<file path="src/rtl/direction_queue_pkg.sv">
// Shared constants for the direction queue: one-hot directions, PS/2 scan
// codes, parser state encoding and a direction-reversal helper.
package direction_queue_pkg;

    localparam int unsigned DIR_W   = 5;
    localparam int unsigned BYTE_W  = 8;
    localparam int unsigned PST_W   = 2;

    // One-hot applied directions
    localparam logic [DIR_W-1:0] DIR_NONE  = 5'b00000;
    localparam logic [DIR_W-1:0] DIR_RIGHT = 5'b00001;
    localparam logic [DIR_W-1:0] DIR_DOWN  = 5'b00010;
    localparam logic [DIR_W-1:0] DIR_LEFT  = 5'b00100;
    localparam logic [DIR_W-1:0] DIR_UP    = 5'b01000;
    localparam logic [DIR_W-1:0] DIR_STOP  = 5'b10000;

    // PS/2 set-2 prefixes
    localparam logic [BYTE_W-1:0] SC_EXT       = 8'hE0;
    localparam logic [BYTE_W-1:0] SC_BRK       = 8'hF0;
    // Extended (arrow) make codes
    localparam logic [BYTE_W-1:0] SC_EXT_RIGHT = 8'h74;
    localparam logic [BYTE_W-1:0] SC_EXT_DOWN  = 8'h72;
    localparam logic [BYTE_W-1:0] SC_EXT_LEFT  = 8'h6B;
    localparam logic [BYTE_W-1:0] SC_EXT_UP    = 8'h75;
    // Plain make codes
    localparam logic [BYTE_W-1:0] SC_D         = 8'h23;
    localparam logic [BYTE_W-1:0] SC_S         = 8'h1B;
    localparam logic [BYTE_W-1:0] SC_A         = 8'h1C;
    localparam logic [BYTE_W-1:0] SC_W         = 8'h1D;
    localparam logic [BYTE_W-1:0] SC_SPACE     = 8'h29;

    // Parser states
    localparam logic [PST_W-1:0] PST_IDLE    = 2'd0;
    localparam logic [PST_W-1:0] PST_EXT     = 2'd1;
    localparam logic [PST_W-1:0] PST_BRK     = 2'd2;
    localparam logic [PST_W-1:0] PST_EXT_BRK = 2'd3;

    // 180-degree opposite: swap RIGHT<->LEFT and DOWN<->UP, STOP unchanged
    function automatic logic [DIR_W-1:0] dir_opposite(input logic [DIR_W-1:0] d);
        return {d[4], d[1:0], d[3:2]};
    endfunction

endpackage

</file>
<file path="src/rtl/direction_queue_parser.sv">
// PS/2 scan-code parser: tracks E0/F0 prefixes and decodes make codes into a
// one-hot direction. Outputs are combinational and valid in the cycle of the
// final key_valid byte.
//   i_clk, i_rst_n   : clock, async active-low reset
//   i_clear          : synchronous return to IDLE
//   i_key_data/valid : scan-code byte and its strobe
//   o_dir_c          : decoded one-hot direction (zero when none)
//   o_valid_c        : one-cycle strobe qualifying o_dir_c
module ps2_dir_parser
    import direction_queue_pkg::*;
#(
    parameter int unsigned WASD_EN = 1
) (
    input  logic              i_clk,
    input  logic              i_rst_n,
    input  logic              i_clear,
    input  logic [BYTE_W-1:0] i_key_data,
    input  logic              i_key_valid,
    output logic [DIR_W-1:0]  o_dir_c,
    output logic              o_valid_c
);

    logic [PST_W-1:0] r_state;
    logic [PST_W-1:0] w_state_nxt;
    logic [DIR_W-1:0] w_dir;

    function automatic logic [DIR_W-1:0] decode_plain(input logic [BYTE_W-1:0] b);
        logic [DIR_W-1:0] d;
        d = DIR_NONE;
        if (b == SC_SPACE) begin
            d = DIR_STOP;
        end else if (WASD_EN != 0) begin
            case (b)
                SC_D:    d = DIR_RIGHT;
                SC_S:    d = DIR_DOWN;
                SC_A:    d = DIR_LEFT;
                SC_W:    d = DIR_UP;
                default: d = DIR_NONE;
            endcase
        end
        return d;
    endfunction

    function automatic logic [DIR_W-1:0] decode_ext(input logic [BYTE_W-1:0] b);
        logic [DIR_W-1:0] d;
        case (b)
            SC_EXT_RIGHT: d = DIR_RIGHT;
            SC_EXT_DOWN:  d = DIR_DOWN;
            SC_EXT_LEFT:  d = DIR_LEFT;
            SC_EXT_UP:    d = DIR_UP;
            default:      d = DIR_NONE;
        endcase
        return d;
    endfunction

    // State register
    always_ff @(posedge i_clk or negedge i_rst_n) begin
        if (!i_rst_n) begin
            r_state <= PST_IDLE;
        end else begin
            r_state <= w_state_nxt;
        end
    end

    // Next state and decode
    always_comb begin
        w_state_nxt = r_state;
        w_dir       = DIR_NONE;
        if (i_clear) begin
            w_state_nxt = PST_IDLE;
        end else if (i_key_valid) begin
            case (r_state)
                PST_IDLE: begin
                    if (i_key_data == SC_EXT) begin
                        w_state_nxt = PST_EXT;
                    end else if (i_key_data == SC_BRK) begin
                        w_state_nxt = PST_BRK;
                    end else begin
                        w_dir = decode_plain(i_key_data);
                    end
                end
                PST_EXT: begin
                    if (i_key_data == SC_BRK) begin
                        w_state_nxt = PST_EXT_BRK;
                    end else begin
                        w_dir       = decode_ext(i_key_data);
                        w_state_nxt = PST_IDLE;
                    end
                end
                // Break-code byte is swallowed
                default: w_state_nxt = PST_IDLE;
            endcase
        end
    end

    assign o_dir_c   = w_dir;
    assign o_valid_c = |w_dir;

endmodule

</file>
<file path="src/rtl/direction_queue.sv">
// Snake-game turn queue: parses PS/2 scan codes into directions, rejects
// no-op and reversing turns, buffers accepted turns and applies one per step.
//   clk, reset   : clock, async active-low reset
//   key_data     : PS/2 scan-code byte, qualified by key_valid
//   step         : game tick, pops one queued turn
//   clear        : synchronous flush to STOP with empty queue
//   direction    : one-hot applied direction
//   queue_count  : pending turns
//   overflow     : one-cycle pulse when an accepted turn is dropped
module direction_queue
    import direction_queue_pkg::*;
#(
    parameter int unsigned DEPTH   = 4,
    parameter int unsigned WASD_EN = 1
) (
    input  logic                       clk,
    input  logic                       reset,
    input  logic [7:0]                 key_data,
    input  logic                       key_valid,
    input  logic                       step,
    input  logic                       clear,
    output logic [4:0]                 direction,
    output logic [$clog2(DEPTH+1)-1:0] queue_count,
    output logic                       overflow
);

    localparam int unsigned CNT_W = $clog2(DEPTH + 1);
    localparam int unsigned PTR_W = $clog2(DEPTH);

    logic [DIR_W-1:0] r_mem [DEPTH];
    logic [PTR_W-1:0] r_wr_ptr;
    logic [PTR_W-1:0] r_rd_ptr;
    logic [CNT_W-1:0] r_count;
    logic [DIR_W-1:0] r_dir;
    logic             r_overflow;

    logic [DIR_W-1:0] w_dec_dir;
    logic             w_dec_valid;
    logic [PTR_W-1:0] w_tail_ptr;
    logic [DIR_W-1:0] w_ref;
    logic             w_empty;
    logic             w_full;
    logic             w_accept;
    logic             w_pop;
    logic             w_push;
    logic             w_drop;

    ps2_dir_parser #(
        .WASD_EN (WASD_EN)
    ) u_parser (
        .i_clk       (clk),
        .i_rst_n     (reset),
        .i_clear     (clear),
        .i_key_data  (key_data),
        .i_key_valid (key_valid),
        .o_dir_c     (w_dec_dir),
        .o_valid_c   (w_dec_valid)
    );

    assign w_empty    = (r_count == '0);
    assign w_full     = (r_count == CNT_W'(DEPTH));
    assign w_tail_ptr = r_wr_ptr - PTR_W'(1);
    // New turns are judged against the last queued turn, else the live one
    assign w_ref      = w_empty ? r_dir : r_mem[w_tail_ptr];

    // Turn acceptance: no repeats, no reversals, STOP only once
    always_comb begin
        w_accept = 1'b0;
        if (w_dec_valid) begin
            if (w_dec_dir == DIR_STOP) begin
                w_accept = (w_ref != DIR_STOP);
            end else if (w_ref == DIR_STOP) begin
                w_accept = 1'b1;
            end else begin
                w_accept = (w_dec_dir != w_ref) && (w_dec_dir != dir_opposite(w_ref));
            end
        end
    end

    // A pop in the same cycle frees the slot, so a full queue can still push
    assign w_pop  = step && !w_empty;
    assign w_push = w_accept && (!w_full || w_pop);
    assign w_drop = w_accept && w_full && !w_pop;

    // Queue storage, pointers and applied direction
    always_ff @(posedge clk or negedge reset) begin
        if (!reset) begin
            for (int i = 0; i < int'(DEPTH); i++) begin
                r_mem[i] <= DIR_NONE;
            end
            r_wr_ptr   <= '0;
            r_rd_ptr   <= '0;
            r_count    <= '0;
            r_dir      <= DIR_STOP;
            r_overflow <= 1'b0;
        end else if (clear) begin
            r_wr_ptr   <= '0;
            r_rd_ptr   <= '0;
            r_count    <= '0;
            r_dir      <= DIR_STOP;
            r_overflow <= 1'b0;
        end else begin
            r_overflow <= w_drop;
            if (w_push) begin
                r_mem[r_wr_ptr] <= w_dec_dir;
                r_wr_ptr        <= r_wr_ptr + PTR_W'(1);
            end
            if (w_pop) begin
                r_dir    <= r_mem[r_rd_ptr];
                r_rd_ptr <= r_rd_ptr + PTR_W'(1);
            end
            if (w_push && !w_pop) begin
                r_count <= r_count + CNT_W'(1);
            end else if (w_pop && !w_push) begin
                r_count <= r_count - CNT_W'(1);
            end
        end
    end

    assign direction   = r_dir;
    assign queue_count = r_count;
    assign overflow    = r_overflow;

endmodule

</file>
<file path="config.mk">
export PLATFORM = sky130hd
export DESIGN_NAME = direction_queue
export DESIGN_NICKNAME = d
export VERILOG_FILES = /design/src/rtl/direction_queue_pkg.sv /design/src/rtl/direction_queue_parser.sv /design/src/rtl/direction_queue.sv
export SDC_FILE = /design/constraint.sdc
export NUM_CORES = 1
export LEC_CHECK = 0
export CAP_MARGIN = 30
export CORE_MARGIN = 2
export CORE_UTILIZATION = 45
export CTS_BUF_LIST = sky130_fd_sc_hd__clkbuf_2
export DETAILED_ROUTE_END_ITERATION = 6
export HOLD_SLACK_MARGIN = 0.15
export PLACE_DENSITY = 0.78
export SLEW_MARGIN = 20
export SYNTH_ARGS = -nofsm -noshare
export SYNTH_HDL_FRONTEND = slang
export SYNTH_SLANG_ARGS = --single-unit
</file>
<file path="constraint.sdc">
create_clock -name clk -period 3.7 [get_ports clk]
set_input_delay 0.555 -clock clk [delete_from_list [all_inputs] [get_ports clk]]
set_output_delay 0.555 -clock clk [all_outputs]
set_load 0.01 [all_outputs]
</file>
==> impl_metrics.tcl, run 1 <==
set metrics [dict create \
    hold_depth 2 \
    cellPowerDensity_mw_per_mm2 380 \
    cap_violations 0 \
    synth-edff-count 0 \
    drive_gt1_share_pct 31.9 \
    dp_cells 307 \
    core-area_mm2 0.00482 \
    ys_warn_count 0 \
    drt_iter0_markers 196 \
    synthToLayoutAreaGrowth_pct 24.1 \
    worstSkewPairLatency_ns 0.39 \
    dp.final_hpwl_um 3800 \
    switching_power_mw 0.340 \
    grt_max_degree 36 \
    sw_frac_of_total_pct 31.5 \
    internal_power_mw 0.740 \
    rows 25 \
    tightest_slew_ns 0.594 \
    root_buffer "clkbuf_2" \
    slew_headroom_pct 60.3 \
    totalNegativeSetupSlack_ns 0 \
    initial_utilization_pct 47.6 \
    route.met2.wl_um 2690 \
    finalHoldViolCount 0 \
    pwr-share-seq_pct 40.0 \
    pin_count 22 \
    vdd_ir_drop_max_mv 0.207 \
    first_global_vias 1834 \
    cts_buffer_depth 2 \
    reg2reg_depth 11 \
    die_area_mm2 0.00568 \
    fin_ws_ns 0.193 \
    ys_types 50 \
    clk_pin_slew_ns 0.19 \
    layout.nets 265 \
    cts_tree "built" \
    routed_via_density 5.81 \
    ctsHoldBuffers 0 \
    route.antenna.remaining_nets 0 \
    synth_flop_cell "dfrtp_1" \
    antenna_found_initial 0 \
    combinationalPowerShare_pct 30.0 \
    cts_sinks 35 \
    gp_congestion 0.874 \
    antenna_cells 0 \
    fin_skew_ns 0.0121 \
    fin_cells 315 \
    fmax_mhz 285 \
    hold_start "direction[4]$_DFFE_PN1P_" \
    cts_setup_buffers 0 \
    ys_ff_latch 35 \
    dr_wl_met3_um 265 \
    fp.dieH_um 75.4 \
    p_clk_share_pct 30.0 \
    met1_length_um 2170 \
    numCtsBuffers 5 \
    wl_per_cell_um 16.6 \
    vias 1830 \
    grtUsageTotal_pct 21.1 \
    highest_layer "met4" \
    portBuffers 21 \
    r2r-end "queue_count[1]$_DFFE_PN0P_" \
    required_ns 4.02 \
    status "completed" \
    endpoint_kind "register" \
    async_reset_ff_share_pct 100 \
    rsz0062_at_grt "false" \
    cts-resized-gates 0 \
    start_kind "primary input" \
    firstDrtPassIters 4 \
    yosysSeqAreaShare_pct 38.3 \
    hold_class "reg -> reg" \
    syn-num-nets 226 \
    netlist_instances 208 \
    holdPathEnd "direction[4]$_DFFE_PN1P_" \
    finalWorstPathRequiredPeriod_ns 3.51 \
    drc 0 \
    pre_cts_ws_ns -0.214 \
    slew_viol_final 0 \
    r2r_start "r_wr_ptr[1]$_DFFE_PN0P_" \
    crit_type "in -> reg" \
    post-route-period-util_pct 94.8 \
    crit_path_max_fanout 4 \
    synth.avg_cell_area_um2 11.0 \
    setup_viol 0 \
    arrival_ns 3.83 \
    r2r_setup_slack_ns 0.22 \
    drt-total-wl_um 5230 \
    grt-ovfl-total 0 \
    leakage_nw 1.21 \
    synth_area_mm2 0.00229 \
    die_width_um 75.4 \
    htreeDepth 2 \
    grt_pass1_wl_um 8830 \
]
==> cell usage after synthesis (3+ instances only) <==
cell | instances | area share, %
dfrtp_1 | 34 | 37
a21oi_1 | 6 | 1.3
xnor2_1 | 10 | 3.8
inv_1 | 4 | 0.66
mux2i_1 | 7 | 3.1
nor2b_1 | 3 | 0.82
nor2_1 | 14 | 2.3
mux4_2 | 10 | 9.8
nand2b_1 | 4 | 1.1
nand4_1 | 3 | 0.82
nand3_1 | 11 | 2.4
nand2_1 | 19 | 3.1
ha_1 | 4 | 2.2
nand3b_1 | 3 | 0.98
buf_2 | 3 | 0.66
mux2_2 | 20 | 9.8
o21ai_0 | 3 | 0.66
clkbuf_1 | 7 | 1.1
o21ai_2 | 3 | 1.1
==> worst max path at each step <==
stage | start | end | cells past startpoint | slack (ns)
3_3_place_gp | clear | queue_count[1]$_DFFE_PN0P_ | 11 | -0.12
4_1_cts | r_wr_ptr[1]$_DFFE_PN0P_ | queue_count[1]$_DFFE_PN0P_ | 11 | 0.17
6_report | clear | queue_count[1]$_DFFE_PN0P_ | 11 | 0.19
2_1_floorplan | clear | queue_count[1]$_DFFE_PN0P_ | 12 | 0.04
5_1_grt | r_wr_ptr[1]$_DFFE_PN0P_ | queue_count[1]$_DFFE_PN0P_ | 11 | 0.03
3_5_place_dp | clear | queue_count[1]$_DFFE_PN0P_ | 11 | -0.21
==> registers in the layout, indices dropped and copies added, names as in the netlist <==
| register | flops |
|---|---|
| r_mem | 20 |
| direction | 5 |
| r_wr_ptr | 2 |
| overflow | 1 |
| queue_count | 3 |
| u_parser.r_state | 2 |
| r_rd_ptr | 2 |
==> cell usage in the layout, fill, tap and decap left out, types with 6 or more instances in the layout <==
master,instances
mux4_2,10
a21oi_1,6
buf_4,23
xnor2_1,10
clkbuf_2,6
nand2_1,19
dfrtp_1,34
mux2_2,20
nor2_1,14
clkdlybuf4s50_1,21
nand3_1,10
==> cell type report <==
| class | count | area [um^2] |
|---|---|---|
| multi-input combinational | 157 | 1400 |
| inverter | 4 | 15.0 |
| clock buffer | 6 | 30.0 |
| timing repair buffer | 44 | 383 |
| fill | 436 | 1970 |
| sequential | 35 | 877 |
| tap | 67 | 83.8 |
| clock inverter | 2 | 60.1 |
==> layer usage <==
layer  up-vias  GRT usage (%)
met4         0           7.21
met2        55           34.5
met3         9           4.76
met5         -              0
met1       915           27.7
li1        851              -
==> worst max-delay path: stages <==
cell and delay, ns:
clkdlybuf4s50_1 0.54, and4bb_1 0.26, nand3_2 0.11, o21ai_2 0.07
or4_4 0.56, a221oi_4 0.33, o21ai_2 0.09, and3_1 0.19
fa_1 0.46, or4b_1 0.50, a41oi_2 0.17
==> power groups by stage <==
stage	combinational [mW]	clock (mW)	sequential [mW]
after global routing	0.354	0.350	0.435
after CTS	0.315	0.329	0.431
after global placement	0.302	0	0.438
final	0.324	0.324	0.432
after floorplan	0.199	0	0.429
after detailed placement	0.311	0	0.438
==> stage by stage <==
step	power, mW	hold WS [ns]	utilization [%]	area [um^2]
2_1_floorplan	0.627	0.259	-	2330
3_3_place_gp	0.740	0.490	56.8	2740
3_5_place_dp	0.748	0.496	56.8	2740
4_1_cts	1.07	0.520	58.7	2830
5_1_grt	1.14	0.532	59.0	2840
6_report	1.08	0.512	59.0	2840
==> cells by family after synthesis <==
logic type | count (synthesis) | share of synthesized area [%]
and+or+nand+nor | 76 | 18.7
muxes | 37 | 22.7
buffers and inverters | 16 | 3.11
DFF | 35 | 38.3
adders and majority gates | 5 | 3.06
xor gates and xnor gates | 11 | 4.21
AOI/OAI and AO/OA | 28 | 9.94
Note: power is estimated with default switching activity, not from simulation.
==> run 2, diff against run 1 <==
--- a/config.mk
+++ b/config.mk
@@ -5,13 +5,14 @@
 export SDC_FILE = /design/constraint.sdc
 export NUM_CORES = 1
 export LEC_CHECK = 0
+export ABC_CLOCK_PERIOD_IN_PS = 3700
 export CAP_MARGIN = 30
 export CORE_MARGIN = 2
-export CORE_UTILIZATION = 45
+export CORE_UTILIZATION = 54
 export CTS_BUF_LIST = sky130_fd_sc_hd__clkbuf_2
 export DETAILED_ROUTE_END_ITERATION = 6
 export HOLD_SLACK_MARGIN = 0.15
-export PLACE_DENSITY = 0.78
+export PLACE_DENSITY = 0.89
 export SLEW_MARGIN = 20
 export SYNTH_ARGS = -nofsm -noshare
 export SYNTH_HDL_FRONTEND = slang
==> run 2 against run 1 <==
Sequential power grew 1%. Utilization increased by 11 points. First-iteration DRC count down 23%. Critical path depth rose by 1. Clock skew rose by 0.0087 ns. Worst hold slack worse by 0.0061 ns. Combinational power shrank 7.1%. Wire length is 1.6% higher. Die area decreased by 16%. Total power down 7.2%. Count of clock-buffer cells in the layout fell by 1. Largest power group unchanged. Largest cell class unchanged. Highest routed layer unchanged.
==> impl_metrics.tcl, run 2 (synthesis gave the netlist of run 1 again) <==
set metrics [dict create \
    ctsHoldBuffers 0 \
    drt_iter0_markers 151 \
    cap_violations 0 \
    grtUsageTotal_pct 24.2 \
    tightest_slew_ns 0.511 \
    drive_gt1_share_pct 32.7 \
    first_global_vias 1965 \
    cts_sinks 35 \
    cts_buffer_depth 2 \
    setup_viol 0 \
    synthToLayoutAreaGrowth_pct 22.7 \
    cts_tree "built" \
    core-area_mm2 0.00403 \
    initial_utilization_pct 56.9 \
    vdd_ir_drop_max_mv 0.177 \
    status "completed" \
    mostFrequentLayoutCell "dfrtp_1" \
    totalNegativeSetupSlack_ns 0 \
    die_width_um 69.1 \
    finalWorstPathRequiredPeriod_ns 3.54 \
    portBuffers 21 \
    fp.dieH_um 69.1 \
    root_buffer "clkbuf_2" \
    r2r_setup_slack_ns 0.20 \
    hold_class "in -> async" \
    grt_max_degree 36 \
    route.antenna.remaining_nets 0 \
    clk_pin_slew_ns 0.22 \
    start_kind "primary input" \
    routed_via_density 6.26 \
    largest_reg_flops 20 \
    hold_ws_ns 0.506 \
    vias 1866 \
    mostFrequentLayoutCells "34 x dfrtp_1, 23 x buf_4, 21 x clkdlybuf4s50_1" \
    wl_per_cell_um 17.8 \
    die_area_mm2 0.00478 \
    htreeDepth 2 \
    gp_congestion 0.961 \
    crit_type "in -> reg" \
    slew_viol_final 0 \
    drt-total-wl_um 5310 \
    reg2reg_depth 11 \
    fmax_mhz 283 \
    grt_pass1_wl_um 9180 \
    worstSkewPairLatency_ns 0.43 \
    grt-ovfl-total 0 \
    n_fill_cell 314 \
    pin_count 22 \
    numCtsBuffers 5 \
    antenna_found_initial 0 \
    cellPowerDensity_mw_per_mm2 357 \
    rows 23 \
    firstDrtPassIters 4 \
    top_register "r_mem" \
    drc 0 \
    dp.final_hpwl_um 4030 \
    endpoint_kind "register" \
    crit_path_max_fanout 7 \
    leakage_nw 1.19 \
    antenna_cells 0 \
    slew_headroom_pct 65.6 \
    required_ns 4.05 \
    post-route-period-util_pct 95.6 \
    fin_skew_ns 0.0208 \
    finalHoldViolCount 0 \
    layout.nets 265 \
    arrival_ns 3.89 \
    finalPower_mw 1.00 \
]
-- run 2: cell count changes in the layout (fill, tap and decap cells not counted), sizes merged --
cell	previous run	this run
bufinv	2	1
clkbuf	6	5
clkinv	0	2
-- run 2: worst max-delay path, stage by stage --
cell and delay (ns):
clkdlybuf4s50_1 0.56, and4bb_1 0.26, nand3_2 0.11, o21ai_2 0.30
buf_4 0.17, xnor2_1 0.08, nor4_2 0.43, o21ai_2 0.11
and3_1 0.19, fa_1 0.45, or4b_1 0.49, a41oi_2 0.17
-- run 2: final timing paths --
check	start	to
worst max-delay path	key_valid	queue_count[1]$_DFFE_PN0P_
worst min-delay path	reset	r_mem[1]$_DFFE_PN0P_
worst max register to register	r_wr_ptr[1]$_DFFE_PN0P_	queue_count[1]$_DFFE_PN0P_
worst min register to register	direction[4]$_DFFE_PN1P_	direction[4]$_DFFE_PN1P_
max in group asynchronous	reset	direction[4]$_DFFE_PN1P_
min in group clk	direction[4]$_DFFE_PN1P_	direction[4]$_DFFE_PN1P_
-- run 2: per-stage QoR --
step	setup slack, ns	util (%)	cell area [um^2]	std cells
after floorplan	0.0374	-	2330	208
after global placement	-0.135	67.2	2710	289
after detailed placement	-0.252	67.2	2710	289
after CTS	0.135	68.9	2780	297
after global routing	-0.0578	69.8	2810	298
final	0.164	69.8	2810	298
-- run 2: final cells by class --
cell class	instances	area [um^2]	area share, %
Multi-Input combinational cell	157	1410	50.0
Sequential cell	35	877	31.2
Timing Repair Buffer	44	383	13.6
Tap cell	50	62.6	2.23
Clock inverter	3	43.8	1.56
Clock buffer	5	25.0	0.890
Inverter	4	15.0	0.534
-- run 2: metal layers --
layer	wire length [um]	share of wire (%)	up-vias	GRT usage (%)
met3	329	6.2	14	5.26
met4	138	2.6	0	10.7
met5	0	0	-	0
met2	2780	52	75	41.6
li1	-	-	849	-
met1	2060	39	928	29.2
-- run 2: report_power, final --
part           switching, mW  total, mW  internal (mW)  leakage, nW
combinational          0.153      0.301          0.148        0.663
sequential            0.0363      0.438          0.402        0.485
clock                  0.150      0.264          0.114       0.0429
-- run 2: repair_timing --
action / in CTS / in global routing
buffers inserted: 0 / 1
resized for setup: 0 / 5
endpoints found under the setup margin: 0 / 1
==> run 3, diff against run 2 <==
--- a/config.mk
+++ b/config.mk
@@ -7,6 +7,7 @@
 export LEC_CHECK = 0
 export ABC_CLOCK_PERIOD_IN_PS = 3700
 export CAP_MARGIN = 30
+export CORE_ASPECT_RATIO = 1.5
 export CORE_MARGIN = 2
 export CORE_UTILIZATION = 54
 export CTS_BUF_LIST = sky130_fd_sc_hd__clkbuf_2
==> run 3 against run 2 <==
Clock skew shrank 0.0021 ns. Sequential power is 3% lower. Flip-flop and latch count unchanged. First-iteration DRC count fell by 43%. Total power up 6.2%. Via count decreased by 0.64%. Largest cell class unchanged.
==> impl_metrics.tcl, run 3 (synthesis gave the netlist of run 1 again) <==
set metrics [dict create \
    tightest_slew_ns 0.533 \
    slew_headroom_pct 64.2 \
    first_global_vias 1952 \
    r2r_start "r_wr_ptr[1]$_DFFE_PN0P_" \
    cts-resized-gates 0 \
    multi_input_area_mm2 0.00138 \
    grtUsageTotal_pct 24.4 \
    rows 29 \
    numCtsBuffers 5 \
    combinationalPowerShare_pct 30.3 \
    fin_skew_ns 0.0187 \
    n_fill_cell 299 \
    root_buffer "clkbuf_2" \
    gp_congestion 0.912 \
    cts_setup_buffers 0 \
    hold_class "reg -> reg" \
    worstSkewPairLatency_ns 0.39 \
    hold_start "direction[4]$_DFFE_PN1P_" \
    dp_cells 289 \
    synthToLayoutAreaGrowth_pct 23.3 \
    mostFrequentLayoutCell "dfrtp_1" \
    largest_reg_flops 20 \
    pwr-share-seq_pct 40.1 \
    sw_frac_of_total_pct 30.2 \
    drc 0 \
    finalPower_mw 1.07 \
    grt-ovfl-total 0 \
    crit_type "in -> reg" \
    rsz0062_at_grt "false" \
    finalWorstPathRequiredPeriod_ns 3.51 \
    cap_violations 0 \
    internal_power_mw 0.744 \
    routed_via_density 6.24 \
    holdPathEnd "direction[4]$_DFFE_PN1P_" \
    initial_utilization_pct 55.4 \
    vias 1854 \
    switching_power_mw 0.322 \
    r2r-end "queue_count[1]$_DFFE_PN0P_" \
    mostFrequentLayoutCells "34 x dfrtp_1, 26 x buf_4, 21 x clkdlybuf4s50_1" \
    clk_pin_slew_ns 0.18 \
    arrival_ns 3.83 \
    drt-total-wl_um 5320 \
    drt_iter0_markers 86 \
    ff_latch_area_um2 877 \
    hold_depth 2 \
    required_ns 4.03 \
    dp.final_hpwl_um 4130 \
    die_width_um 57.2 \
    vdd_ir_drop_max_mv 0.403 \
    core-area_mm2 0.00414 \
    status "completed" \
    drive_gt1_share_pct 31.9 \
    post-route-period-util_pct 94.8 \
    cts_tree "built" \
    slew_viol_final 0 \
    leakage_nw 1.23 \
    antenna_found_initial 0 \
    start_kind "primary input" \
    finalHoldViolCount 0 \
    layout.nets 268 \
    portBuffers 21 \
    grt_pass1_wl_um 9090 \
    fmax_mhz 285 \
    r2r_setup_slack_ns 0.19 \
    crit_path_max_fanout 4 \
    reg2reg_depth 11 \
    p_clk_share_pct 29.6 \
    htreeDepth 2 \
    cts_sinks 35 \
    cellPowerDensity_mw_per_mm2 377 \
    top_register "r_mem" \
    setup_viol 0 \
    ctsHoldBuffers 0 \
    die_area_mm2 0.00479 \
    grt_max_degree 36 \
    endpoint_kind "register" \
    antenna_cells 0 \
    firstDrtPassIters 4 \
    wl_per_cell_um 17.9 \
    pin_count 22 \
    cts_buffer_depth 2 \
    route.antenna.remaining_nets 0 \
    fp.dieH_um 83.8 \
    fin_cells 297 \
]
-- run 3: cell types whose count changed in the layout (fill, tap and decap cells not counted), sizes merged --
cell,change
bufinv,+1
clkinv,-2
buf,+3
clkbuf,+1
-- run 3: critical path, stage by stage --
cell             delay [ns]
clkdlybuf4s50_1        0.55
and4bb_1               0.27
nand3_2                0.10
o21ai_2                0.07
or4_4                  0.56
a221oi_4               0.33
o21ai_2                0.10
and3_1                 0.18
fa_1                   0.46
or4b_1                 0.49
a41oi_2                0.16
-- run 3: cell type report --
| class | count | area share (%) |
|---|---|---|
| clock buffers | 6 | 1.06 |
| clock inverters | 2 | 2.13 |
| inverters | 4 | 0.532 |
| multi-input cells | 157 | 48.8 |
| flip-flops and latches | 35 | 31.1 |
| well taps | 46 | 2.04 |
| repair buffers | 47 | 14.4 |
-- run 3: metrics by stage --
step                      util [%]  setup slack [ns]  TNS [ns]  area, um^2  hold slack [ns]
after global routing          68.3           0.00411         0        2820            0.545
final                         68.3             0.192         0        2820            0.527
after global placement        66.1            -0.124    -0.124        2730            0.500
after detailed placement      66.1            -0.199    -0.199        2730            0.509
after CTS                     68.3             0.206         0        2820            0.531
after floorplan                  -            0.0374         0        2330            0.259
-- run 3: per-layer routing --
metal  track usage (%)  share of wire (%)  vias to the layer above
li1                  -                  -                      854
met1              27.7                 38                      929
met2              44.3                 56                       59
met3              3.57                3.3                       12
met4              10.4                2.6                        0
met5                 0                  0                        -
-- run 3: worst max path at each step --
stage	start	cells past startpoint	slack, ns	endpoint
floorplan	clear	12	0.04	queue_count[1]$_DFFE_PN0P_
global placement	clear	11	-0.12	queue_count[1]$_DFFE_PN0P_
detailed placement	key_data[7]	12	-0.20	queue_count[1]$_DFFE_PN0P_
CTS	clear	11	0.21	queue_count[1]$_DFFE_PN0P_
global route	r_wr_ptr[1]$_DFFE_PN0P_	11	0.004	queue_count[1]$_DFFE_PN0P_
finish	clear	11	0.19	queue_count[1]$_DFFE_PN0P_
-- run 3: power by group through the flow --
| stage | Combinational [mW] | Sequential, mW | Clock (mW) |
|---|---|---|---|
| after floorplan | 0.199 | 0.429 | 0 |
| after global placement | 0.309 | 0.433 | 0 |
| after detailed placement | 0.321 | 0.434 | 0 |
| after CTS | 0.323 | 0.427 | 0.320 |
| after global routing | 0.350 | 0.431 | 0.339 |
| final | 0.323 | 0.427 | 0.315 |
